===== src/rtl/uart_pkg.sv =====
// Shared UART definitions: receiver state encoding and default frame geometry.
// Also intended for use by the matching transmitter.
package uart_pkg;

  localparam int UART_DATA_BITS  = 8;
  localparam int UART_OVERSAMPLE = 16;

  typedef enum logic [1:0] {
    IDLE,
    START,
    DATA,
    STOP
  } rx_state_t;

endpackage


===== src/rtl/sync_2ff.sv =====
// Two-flop synchroniser for a single asynchronous bit.
// Resets to 1 so that an idle-high serial line produces no false start after reset.
module sync_2ff (
  input  logic clock,
  input  logic reset_n,
  input  logic d,
  output logic q
);

  logic meta_reg;

  always_ff @(posedge clock) begin
    if (!reset_n) begin
      meta_reg <= 1'b1;
      q        <= 1'b1;
    end else begin
      meta_reg <= d;
      q        <= meta_reg;
    end
  end

endmodule


===== src/rtl/uart_rx_oversampled.sv =====
// Oversampled UART receiver: start-bit validation at mid-bit, LSB-first data capture,
// stop-bit check, and a one-entry valid/ready holding register with sticky error flags.
module uart_rx_oversampled
  import uart_pkg::*;
#(
  parameter int DATA_BITS  = UART_DATA_BITS,
  parameter int OVERSAMPLE = UART_OVERSAMPLE
) (
  input  logic                 clock,
  input  logic                 reset_n,
  input  logic                 tick,
  input  logic                 rx,
  output logic [DATA_BITS-1:0] rx_data,
  output logic                 rx_valid,
  input  logic                 rx_ready,
  input  logic                 clr_err,
  output logic                 frame_error,
  output logic                 overrun
);

  localparam int S_W = $clog2(OVERSAMPLE);
  localparam int N_W = (DATA_BITS > 1) ? $clog2(DATA_BITS) : 1;
  localparam logic [S_W-1:0] S_HALF = S_W'(OVERSAMPLE / 2 - 1);
  localparam logic [S_W-1:0] S_LAST = S_W'(OVERSAMPLE - 1);
  localparam logic [N_W-1:0] N_LAST = N_W'(DATA_BITS - 1);

  logic rx_s;

  rx_state_t            state_reg, state_next;
  logic [S_W-1:0]       s_cnt_reg, s_cnt_next;
  logic [N_W-1:0]       n_cnt_reg, n_cnt_next;
  logic [DATA_BITS-1:0] shift_reg, shift_next;
  logic                 stop_done;
  logic                 load_good;
  logic                 load_bad;
  logic                 consume;

  sync_2ff u_sync (
    .clock   (clock),
    .reset_n (reset_n),
    .d       (rx),
    .q       (rx_s)
  );

  always_comb begin
    state_next = state_reg;
    s_cnt_next = s_cnt_reg;
    n_cnt_next = n_cnt_reg;
    shift_next = shift_reg;
    stop_done  = 1'b0;
    case (state_reg)
      // Start detection is not tick-gated, so any tick in this cycle is not counted.
      IDLE: begin
        if (!rx_s) begin
          state_next = START;
          s_cnt_next = '0;
        end
      end
      START: begin
        if (tick) begin
          if (s_cnt_reg == S_HALF) begin
            s_cnt_next = '0;
            if (!rx_s) begin
              state_next = DATA;
              n_cnt_next = '0;
            end else begin
              state_next = IDLE;
            end
          end else begin
            s_cnt_next = s_cnt_reg + 1'b1;
          end
        end
      end
      DATA: begin
        if (tick) begin
          if (s_cnt_reg == S_LAST) begin
            s_cnt_next = '0;
            shift_next = {rx_s, shift_reg[DATA_BITS-1:1]};
            if (n_cnt_reg == N_LAST) begin
              state_next = STOP;
            end else begin
              n_cnt_next = n_cnt_reg + 1'b1;
            end
          end else begin
            s_cnt_next = s_cnt_reg + 1'b1;
          end
        end
      end
      STOP: begin
        if (tick) begin
          if (s_cnt_reg == S_LAST) begin
            s_cnt_next = '0;
            state_next = IDLE;
            stop_done  = 1'b1;
          end else begin
            s_cnt_next = s_cnt_reg + 1'b1;
          end
        end
      end
      default: state_next = IDLE;
    endcase
  end

  assign load_good = stop_done & rx_s;
  assign load_bad  = stop_done & ~rx_s;
  assign consume   = rx_valid & rx_ready;

  always_ff @(posedge clock) begin
    if (!reset_n) begin
      state_reg   <= IDLE;
      s_cnt_reg   <= '0;
      n_cnt_reg   <= '0;
      shift_reg   <= '0;
      rx_data     <= '0;
      rx_valid    <= 1'b0;
      frame_error <= 1'b0;
      overrun     <= 1'b0;
    end else begin
      state_reg <= state_next;
      s_cnt_reg <= s_cnt_next;
      n_cnt_reg <= n_cnt_next;
      shift_reg <= shift_next;

      // A load coinciding with a consume replaces the byte instead of overrunning.
      if (load_good && (!rx_valid || rx_ready)) begin
        rx_data  <= shift_reg;
        rx_valid <= 1'b1;
      end else if (consume) begin
        rx_valid <= 1'b0;
      end

      if (load_bad) begin
        frame_error <= 1'b1;
      end else if (clr_err) begin
        frame_error <= 1'b0;
      end

      if (load_good && rx_valid && !rx_ready) begin
        overrun <= 1'b1;
      end else if (clr_err) begin
        overrun <= 1'b0;
      end
    end
  end

endmodule


===== config.mk =====
export PLATFORM = sky130hd
export DESIGN_NAME = uart_rx_oversampled
export DESIGN_NICKNAME = d
export VERILOG_FILES = /design/src/rtl/uart_pkg.sv /design/src/rtl/sync_2ff.sv /design/src/rtl/uart_rx_oversampled.sv
export SDC_FILE = /design/constraint.sdc
export NUM_CORES = 1
export LEC_CHECK = 0
export ABC_AREA = 1
export CAP_MARGIN = 20
export CORE_MARGIN = 5
export CORE_UTILIZATION = 53
export DETAILED_ROUTE_END_ITERATION = 8
export GPL_TIMING_DRIVEN = 1
export MAX_ROUTING_LAYER = met4
export PLACE_DENSITY = 0.79
export SYNTH_ARGS = -nofsm -noshare
export SYNTH_HDL_FRONTEND = slang
export SYNTH_SLANG_ARGS = --single-unit

===== constraint.sdc =====
create_clock -name clock -period 1.8 [get_ports clock]
set_input_delay 0.54 -clock clock [delete_from_list [all_inputs] [get_ports clock]]
set_output_delay 0.54 -clock clock [all_outputs]
set_load 0.05 [all_outputs]

==> results of run 1 <==
[kinds of logic (layout without fill, tap and decap cells)]
family	count (synthesis)	after routing
and+or+nand+nor	94	94
AOI/OAI and AO/OA	27	27
buffers and inverters	17	43
adders and majority gates	3	3
xor gates and xnor gates	1	1
DFF	30	30
[worst max-delay path by stage]
stage	start	cells past startpoint	slack [ns]	to
final	tick	6	0.20	shift_reg[1]$_SDFFE_PN0P_
after global routing	s_cnt_reg[0]$_SDFFE_PN0P_	8	0.003	rx_data[2]$_SDFFE_PN0P_
after CTS	s_cnt_reg[0]$_SDFFE_PN0P_	8	0.21	rx_data[1]$_SDFFE_PN0P_
after detailed placement	tick	6	-0.12	shift_reg[2]$_SDFFE_PN0P_
after global placement	tick	6	-0.07	shift_reg[1]$_SDFFE_PN0P_
after floorplan	s_cnt_reg[0]$_SDFFE_PN0P_	8	0.41	rx_data[0]$_SDFFE_PN0P_
[layout make-up]
class / count / area share
tap: 28 / 0.0230
clock buffer: 7 / 0.0361
multi-input combinational: 125 / 0.398
inverter: 14 / 0.0345
timing repair buffer: 21 / 0.112
clock inverter: 1 / 0.00328
sequential: 30 / 0.394
[report_power, final]
group,switching (mW),internal [mW]
Clock,0.230,0.189
Combinational,0.0753,0.0418
Sequential,0.0136,0.674
[cells in the final DEF, fill, tap and decap left out]
cell type | Yosys | final
dfxtp_1 | 30 | 30
o21ai_0 | 17 | 17
ha_1 | 3 | 3
nor2_2 | 2 | 2
nand4_1 | 1 | 1
inv_1 | 11 | 11
clkdlybuf4s50_1 | 0 | 5
xor2_1 | 1 | 1
a21oi_1 | 8 | 8
nand3b_1 | 1 | 1
o21a_1 | 1 | 1
nor2_1 | 48 | 48
buf_4 | 1 | 16
or2_2 | 3 | 3
clkbuf_8 | 0 | 1
clkbuf_4 | 0 | 5
clkinv_2 | 0 | 1
o21ai_2 | 1 | 1
nor3_1 | 1 | 1
nor2_4 | 1 | 1
nand3_2 | 1 | 1
nand3_1 | 6 | 6
clkbuf_1 | 2 | 1
nor3_4 | 2 | 2
inv_2 | 3 | 3
nand2_1 | 28 | 28
[stage by stage]
step | setup TNS (ns) | hold slack [ns]
6_report | 0 | 0.420
5_1_grt | 0 | 0.437
4_1_cts | 0 | 0.425
3_5_place_dp | -0.864 | 0.403
3_3_place_gp | -0.448 | 0.403
2_1_floorplan | 0 | 0.393
[routing by layer]
layer  global-route usage  up-vias  wire (um)
li1                     -      606          -
met1                0.200      504       1200
met2                0.262       19       1170
met3               0.0719        6         93
met4               0.0874        0         57
met5                    -        -          0
[worst max-delay path, cell delays in order]
cell and delay, ns:
clkdlybuf4s50_1 0.51, inv_1 0.11, nor3_4 0.35, buf_4 0.18
o21ai_0 0.07, nor2_1 0.11
==> results_dict.tcl, run 1 <==
set metrics [dict create \
    syn_avg_cell_area_um2 7.41 \
    synthFlopType "dfxtp_1" \
    finalWeightedCongestion 0.787 \
    clock_skew_ns 0.0145 \
    multi_input_area_um2 607 \
    holdPathStages 1 \
    portBuffers 16 \
    cp-end-kind "register" \
    yosys_warnings 0 \
    stdcell_area_mm2 0.00153 \
    cts_tree "built" \
    dieArea_mm2 0.00349 \
    post-dp-hpwl_mm 1.80 \
    yosysTopAreaCellShare 0.471 \
    grt_max_degree 23 \
    irDropWorstVdd_mv 0.546 \
    core_area_mm2 0.00225 \
    layout-drive-gt1-share 0.182 \
    finalMaxSlewViolations 0 \
    powerDensity_mw_per_mm2 802 \
    first_iter_violations 30 \
    r2r_start "s_cnt_reg[0]$_SDFFE_PN0P_" \
    fillers 193 \
    place_area_mm2 0.00147 \
    r2r-end "shift_reg[1]$_SDFFE_PN0P_" \
    dieWidth_um 59.0 \
    total_power_mw 1.22 \
    vias_per_cell 5.02 \
    rows 17 \
    synthMuxAreaShare 0 \
    grtUsageTotal 0.175 \
    arrival_ns 1.87 \
    wl_per_cell_um 11.2 \
    post-cts-setup-buffer-count 0 \
    r2r_slack_ns 0.22 \
    crit_required_ns 2.07 \
    worst_slew_pin_slew_ns 0.331 \
    path_max_fanout 7 \
    netlist_area_mm2 0.00127 \
    grt_pass1_wl_mm 4.39 \
    n_antenna_cell 0 \
    ys_async_sr_fraction 0 \
    regArea_um2 601 \
    synth_compound_area_frac 0.111 \
    rsz0062_at_grt "false" \
    gr-total-overflow 0 \
    drc 0 \
    worstSkewPairLatency_ns 0.34 \
    yosysMostFrequentCell "nor2_1" \
    setup_slack_ns 0.203 \
    synth_top_family_by_area "simple AND/OR/NAND/NOR gates" \
    final_core_util 0.676 \
    synth_cell_types 22 \
    max_freq_mhz 626 \
    cts.path.max_buffers 2 \
    min_to "u_sync.q$_SDFF_PN1_" \
    min_from "u_sync.meta_reg$_SDFF_PN1_" \
    cap_viol_max_count 0 \
    synthSimpleGateAreaFrac 0.329 \
    syn_inst 172 \
    dpl.cell_count 218 \
    synth.area.top_cells "dfxtp_1 47%, nor2_1 14%, nand2_1 8.2%" \
    cts_resized 0 \
    first_pass_iters 4 \
    cts-root-buf "clkbuf_4" \
    die_y_um 59.0 \
    ys_seq_elements 30 \
    hold_buffers 0 \
    yosysTopAreaCell "dfxtp_1" \
    h-tree-depth 2 \
    cp-start-kind "primary input" \
    dp_slack_ns -0.119 \
    finalSetupViolCount 0 \
    synthToLayoutAreaGrowth_pct 19.6 \
    hp-class "register to register" \
    cts.clk_slew.worst_paths_ns 0.09 \
    outcome "finished clean" \
    clock-sinks 30 \
    io_pins 17 \
    finalCriticalPeriod_ns 1.60 \
    cts_inserted_buffers 5 \
    wl_mm 2.52 \
    r2r_cells 6 \
    fin_nets 206 \
    finalHoldViolCount 0 \
    grt_pass1_vias 1020 \
    vias 1135 \
    antenna_found_initial 0 \
    criticalPathCategory "primary input to register" \
    finalCritPeriodShare 0.887 \
    layoutNonFillerInstCount 226 \
    initial_core_util 0.565 \
    leakagePower_nw 0.711 \
    synth_common_cells "48 x nor2_1, 30 x dfxtp_1, 28 x nand2_1, 17 x o21ai_0, 11 x inv_1" \
    synth_enable_flop_cells 0 \
    seq_area_frac_synth 0.471 \
    synthAdderAreaFrac 0.0294 \
    postRouteAntennaNets 0 \
    max_slew_margin 0.779 \
    syn_nets 181 \
    synth_xor_xnor_area_share 0.00687 \
]
No activity file was read; power rests on OpenSTA's default activity.
==> run 2: changes to the inputs <==
CORE_MARGIN = 4   (was 5)
==> results_dict.tcl, run 2 (synthesis gave the netlist of run 1 again) <==
set metrics [dict create \
    outcome "finished clean" \
    cts-root-buf "clkbuf_4" \
    initial_core_util 0.565 \
    cp-end-kind "register" \
    cp-start-kind "register" \
    r2r_slack_ns 0.19 \
    path_max_fanout 5 \
    vias 1153 \
    r2r_start "s_cnt_reg[1]$_SDFFE_PN0P_" \
    r2r_cells 8 \
    core_area_mm2 0.00225 \
    finalCritPeriodShare 0.894 \
    finalCriticalPeriod_ns 1.61 \
    clock_skew_ns 0.00977 \
    grt_pass1_vias 1052 \
    cts_resized 0 \
    cts_tree "built" \
    rsz0062_at_grt "false" \
    first_iter_violations 32 \
    cts.path.max_buffers 2 \
    rows 17 \
    grt_pass1_wl_mm 4.49 \
    leakagePower_nw 0.711 \
    finalSetupViolCount 0 \
    cap_viol_max_count 0 \
    layout-drive-gt1-share 0.182 \
    mostFrequentLayoutCells "48 x nor2_1, 30 x dfxtp_1, 28 x nand2_1" \
    cp.depth 8 \
    finalMaxSlewViolations 0 \
    clock-sinks 30 \
    wl_mm 2.55 \
    setup_slack_ns 0.191 \
    max_freq_mhz 622 \
    postRouteAntennaNets 0 \
    regArea_um2 601 \
    gr-total-overflow 0 \
    cpLargestDelayFamily "simple AND/OR/NAND/NOR gates" \
    post-cts-setup-buffer-count 0 \
    crit_end "rx_data[3]$_SDFFE_PN0P_" \
    hold-worst-slack_ns 0.419 \
    post-dp-hpwl_mm 1.85 \
    grt_max_degree 23 \
    powerDensity_mw_per_mm2 805 \
    io_pins 17 \
    n_antenna_cell 0 \
    r2r-end "rx_data[3]$_SDFFE_PN0P_" \
    finalHoldViolCount 0 \
    cp-startpoint "s_cnt_reg[1]$_SDFFE_PN0P_" \
    crit_chain "ha_1 > nand2_1 > nor2_2 > nand3_2 > nor3_4 > buf_4 > o21ai_0 > nor2_1" \
    worst_slew_pin_slew_ns 0.307 \
    dp_slack_ns -0.136 \
    multi_input_area_um2 607 \
    critPathMaxStageDelay_ns 0.38 \
    grtUsageTotal 0.181 \
    cp_num_buf_inv 1 \
    synthToLayoutAreaGrowth_pct 19.6 \
    criticalPathCategory "register to register" \
    die_y_um 57.0 \
    crit_slowest_cell "dfxtp_1" \
    layoutNonFillerInstCount 226 \
    fillers 201 \
    drc 0 \
    vias_per_cell 5.10 \
    crit_required_ns 2.06 \
    max_slew_margin 0.795 \
    portBuffers 16 \
    first_pass_iters 4 \
    cts.clk_slew.worst_paths_ns 0.10 \
    arrival_ns 1.87 \
    antenna_found_initial 0 \
    total_power_mw 1.23 \
    mostFrequentLayoutCell "nor2_1" \
    finalWeightedCongestion 0.796 \
    worstSkewPairLatency_ns 0.33 \
    hold_buffers 0 \
    dpl.cell_count 218 \
    hp-class "register to register" \
    h-tree-depth 2 \
    fin_nets 206 \
    dieWidth_um 57.0 \
    cts_inserted_buffers 5 \
    irDropWorstVdd_mv 0.596 \
    wl_per_cell_um 11.3 \
    dieArea_mm2 0.00325 \
]
-- run 2: routing by layer --
layer,track usage,part of all wire
met2,0.272,0.48
met1,0.215,0.44
met5,-,0
met4,0.0762,0.019
met3,0.0701,0.056
-- run 2: how the worst min path moves through the flow --
stage	cells after the start	slack, ns	end	startpoint
after floorplan	1	0.39	u_sync.q$_SDFF_PN1_	u_sync.meta_reg$_SDFF_PN1_
after global placement	1	0.40	u_sync.q$_SDFF_PN1_	u_sync.meta_reg$_SDFF_PN1_
after detailed placement	1	0.40	u_sync.q$_SDFF_PN1_	u_sync.meta_reg$_SDFF_PN1_
after CTS	1	0.42	u_sync.q$_SDFF_PN1_	u_sync.meta_reg$_SDFF_PN1_
after global routing	1	0.44	u_sync.q$_SDFF_PN1_	u_sync.meta_reg$_SDFF_PN1_
final	1	0.42	u_sync.q$_SDFF_PN1_	u_sync.meta_reg$_SDFF_PN1_
-- run 2: power by group --
part,switching [mW],internal (mW)
sequential,0.0130,0.674
clock,0.230,0.189
combinational,0.0787,0.0419
total,0.322,0.905
-- run 2: per-stage QoR --
stage,instance area (um^2),TNS [ns],utilization
after floorplan,1270,0,-
after global placement,1470,-0.486,0.650
after detailed placement,1470,-0.976,0.650
after CTS,1530,0,0.676
after global routing,1530,0,0.676
final,1530,0,0.676
-- run 2: cell type report --
class                   count  share of cell area
multi-input cells         125               0.398
flip-flops and latches     30               0.394
repair buffers             21               0.112
clock buffers               7              0.0361
inverters                  14              0.0345
well taps                  28              0.0230
clock inverters             1             0.00328
==> run 3: changes to the inputs <==
CORE_MARGIN = not set   (was 4)
CTS_CLUSTER_DIAMETER = 30   (was not set)
==> results_dict.tcl, run 3 (synthesis gave the netlist of run 1 again) <==
set metrics [dict create \
    outcome "finished clean" \
    rows 17 \
    crit_required_ns 2.07 \
    io_pins 17 \
    gr-total-overflow 0 \
    cp-end-kind "register" \
    rsz0062_at_grt "false" \
    die_y_um 51.0 \
    vias 1160 \
    leakagePower_nw 0.714 \
    r2r_slack_ns 0.24 \
    drc 0 \
    finalCriticalPeriod_ns 1.56 \
    cts.clk_slew.worst_paths_ns 0.10 \
    cp.depth 6 \
    finalMaxSlewViolations 0 \
    grt_pass1_wl_mm 4.46 \
    finalHoldViolCount 0 \
    layoutNonFillerInstCount 227 \
    finalWeightedCongestion 0.853 \
    first_pass_iters 4 \
    setup_total_negative_slack_ns 0 \
    wl_mm 2.55 \
    worst_slew_pin_slew_ns 0.267 \
    grtUsageTotal 0.240 \
    crit_slowest_cell "dfxtp_1" \
    h-tree-depth 2 \
    n_antenna_cell 0 \
    crit_chain "ha_1 > nand3_1 > nor3_4 > buf_4 > o21ai_0 > nor2_1" \
    cp-start-kind "register" \
    cts.path.max_buffers 2 \
    max_slew_margin 0.821 \
    worstSkewPairLatency_ns 0.33 \
    hold_buffers 0 \
    portBuffers 16 \
    cp_num_buf_inv 1 \
    cpLargestDelayFamily "simple AND/OR/NAND/NOR gates" \
    dieWidth_um 51.0 \
    path_max_fanout 6 \
    cts_tree "built" \
    antenna_found_initial 0 \
    layout-drive-gt1-share 0.191 \
    mostFrequentLayoutCells "48 x nor2_1, 30 x dfxtp_1, 28 x nand2_1" \
    stdcell_area_mm2 0.00154 \
    hp-class "register to register" \
    finalSetupViolCount 0 \
    irDropWorstVdd_mv 0.601 \
    max_freq_mhz 640 \
    cts-root-buf "clkbuf_4" \
    place_area_mm2 0.00147 \
    total_power_mw 1.23 \
    mostFrequentLayoutCell "nor2_1" \
    cts_inserted_buffers 5 \
    final_core_util 0.688 \
    clock-sinks 30 \
    grt_pass1_vias 1051 \
    first_iter_violations 20 \
    arrival_ns 1.83 \
    cap_viol_max_count 0 \
    vias_per_cell 5.11 \
    grt_max_degree 21 \
    finalCritPeriodShare 0.868 \
    postRouteAntennaNets 0 \
    powerDensity_mw_per_mm2 802 \
    post-dp-hpwl_mm 1.86 \
    fin_nets 207 \
    clock_skew_ns 0.00782 \
    r2r_cells 6 \
    wl_per_cell_um 11.2 \
    dieArea_mm2 0.00261 \
    critPathMaxStageDelay_ns 0.39 \
    post-cts-setup-buffer-count 0 \
    dpl.cell_count 219 \
    criticalPathCategory "register to register" \
    initial_core_util 0.571 \
    synthToLayoutAreaGrowth_pct 20.5 \
    cts_resized 0 \
    core_area_mm2 0.00223 \
    holdPathStages 1 \
]
-- run 3: area by class of cell --
type	count	area, um^2
Fill cell	204	697
Multi-Input combinational cell	125	607
Sequential cell	30	601
Timing Repair Buffer	22	178
Inverter	14	52.6
Clock buffer	6	51.3
Tap cell	28	35.0
Clock inverter	2	12.5
-- run 3: routing by layer --
metal  global-route usage  routed length [um]
met5                    -                   0
met4               0.0972                  38
met3               0.0893                 114
met2                0.364                1160
met1                0.286                1230
-- run 3: path summary, 6_finish.rpt --
| kind | startpoint | end |
|---|---|---|
| worst max-delay path | s_cnt_reg[0]$_SDFFE_PN0P_ | shift_reg[2]$_SDFFE_PN0P_ |
| worst min register to register | u_sync.meta_reg$_SDFF_PN1_ | u_sync.q$_SDFF_PN1_ |
| worst max register to register | s_cnt_reg[0]$_SDFFE_PN0P_ | shift_reg[2]$_SDFFE_PN0P_ |
| worst min-delay path | u_sync.meta_reg$_SDFF_PN1_ | u_sync.q$_SDFF_PN1_ |
-- run 3: power breakdown --
part | switching [mW] | internal (mW)
clock network | 0.238 | 0.188
registers | 0.0134 | 0.674
logic | 0.0761 | 0.0430
-- run 3: stage by stage --
step	setup WS (ns)	hold WS (ns)
after global routing	0.0767	0.448
after detailed placement	-0.0408	0.405
after floorplan	0.410	0.393
after global placement	-0.0283	0.401
after CTS	0.252	0.427
final	0.237	0.424
-- run 3: worst reg2reg max path, stage by stage, from the launching register on --
cell and delay (ns):
dfxtp_1 0.39, ha_1 0.23, nand3_1 0.19, nor3_4 0.32, buf_4 0.19, o21ai_0 0.08, nor2_1 0.11
==> patch, RTL diff (flow settings as in run 3) <==
The 4 states of `rx_state_t` get a Gray code encoding in 2 bits.
--- a/src/rtl/uart_pkg.sv
+++ b/src/rtl/uart_pkg.sv
@@ -7,8 +7,8 @@
 
   typedef enum logic [1:0] {
-    IDLE,
-    START,
-    DATA,
-    STOP
+    IDLE  = 2'b00,
+    START = 2'b01,
+    DATA  = 2'b11,
+    STOP  = 2'b10
   } rx_state_t;
 
Behaviour: same outputs for any inputs over 10 cycles, from zero or initial values and one cycle with reset_n low; not proved beyond that.
==> patch against run 3 <==
  * Routed wire length up 3.7%
  * Clock skew increased by 3.0 ps
  * Total power grew 8.6%
  * Maximum frequency grew 1.8%
  * Non-clock buffer count is the same
  * Area after synthesis grew 6.4%
  * Largest cell class unchanged
  * Setup slack better by 28 ps
  * Design area is 6.9% higher
  * Final cell count increased by 6.2%
  * Via count increased by 2.4%
  * Utilization up 2.1 points
  * Sequential cell count did not move
  * Largest power group unchanged
==> patch: results <==
export IMPL_outcome="finished clean"
export IMPL_ff2ff_path_depth=8
export IMPL_seq_power_uw=677
export IMPL_clkbuf_count=6
export IMPL_r2r_start="s_cnt_reg[0]"
export IMPL_synth_common_cells="40 x nor2_1, 37 x nand2_1, 30 x dfxtp_1, 17 x inv_1, 14 x a21oi_1"
export IMPL_cts_resized=0
export IMPL_r2r_slack_ps=270
export IMPL_p_sw_frac=0.2258
export IMPL_min_from="u_sync.meta_reg"
export IMPL_fin_nets=222
export IMPL_hold_class="flip-flop to flip-flop"
export IMPL_hold_worst_slack_ps=425.0
export IMPL_critPathSlowestCell="dfxtp_1"
export IMPL_hold_path_end="u_sync.q"
export IMPL_gp_congestion=0.8422
export IMPL_totalPowerFinal_uw=1338
export IMPL_grt_start_max_net_pins=24
export IMPL_reg2reg_to="rx_data[5]"
export IMPL_drive_gt1_frac=0.2113
export IMPL_grt_antenna_before_repair=0
export IMPL_grt_first_pass_wirelength_um=4485
export IMPL_diodes=0
export IMPL_dp_hpwl_um=1859
export IMPL_cts_root_buf="clkbuf_4"
export IMPL_critical_path_arrival_ps=1760
export IMPL_grt_usage=0.2319
export IMPL_p_clk_frac=0.418
export IMPL_tightest_slew_ps=315.6
export IMPL_multi_input_gates=133
export IMPL_holdPathStages=1
export IMPL_skew_ps=10.78
export IMPL_inv_count=21
export IMPL_multi_input_area_share=0.3998
export IMPL_ir_worst_vdd_mv=0.5802
export IMPL_htree_levels=2
export IMPL_port_buffers=16
export IMPL_synth_area_top_cells="dfxtp_1 44%, nor2_1 11%, nand2_1 10%, a21oi_1 5.2%, inv_1 4.7%"
export IMPL_async_flop_share=0
export IMPL_crit_end="rx_data[5]"
export IMPL_critPathTopFamily="simple AND/OR/NAND/NOR gates"
export IMPL_drt_iter0_drc=19
export IMPL_seq_share=0.3656
export IMPL_ys_seq_area_frac=0.4428
export IMPL_path_max_fanout=17
export IMPL_yosysWarnings=0
export IMPL_n_fill_cell=181
export IMPL_cts_buffers=5
export IMPL_grt_pass1_vias=1087
export IMPL_leakagePower_uw=0.0007956
export IMPL_wl_um=2640
export IMPL_ys_types=23
export IMPL_num_vias=1188
export IMPL_buf_share=0.1158
export IMPL_clock_area_frac=0.04950
export IMPL_syn_nets=196
export IMPL_clk_pin_slew_worst_paths_ps=100
==> patch: metrics by stage <==
stage	utilization	setup WS [ps]	cells	cell area [um^2]
after floorplan	-	391.4	187	1356
after global placement	0.6735	-37.97	234	1562
after detailed placement	0.6735	-77.20	234	1562
after CTS	0.7086	246.4	241	1643
after global routing	0.7086	134.4	241	1643
final	0.7086	265.1	241	1643
==> patch: routing by layer <==
layer	global-route usage	wire length, um
met1	0.2767	1309
met2	0.3713	1195
met3	0.06087	95
met4	0.09211	40
met5	-	0
==> patch: kinds of logic (layout without fill, tap and decap cells) <==
| family | count (synthesis) | in the layout | share of synthesized area |
|---|---|---|---|
| xor+xnor | 1 | 1 | 0.006459 |
| flops | 30 | 30 | 0.4428 |
| compound gates | 25 | 25 | 0.09779 |
| buf+inv | 24 | 50 | 0.07287 |
| simple gates | 104 | 104 | 0.3524 |
| fa+ha+maj | 3 | 3 | 0.02768 |
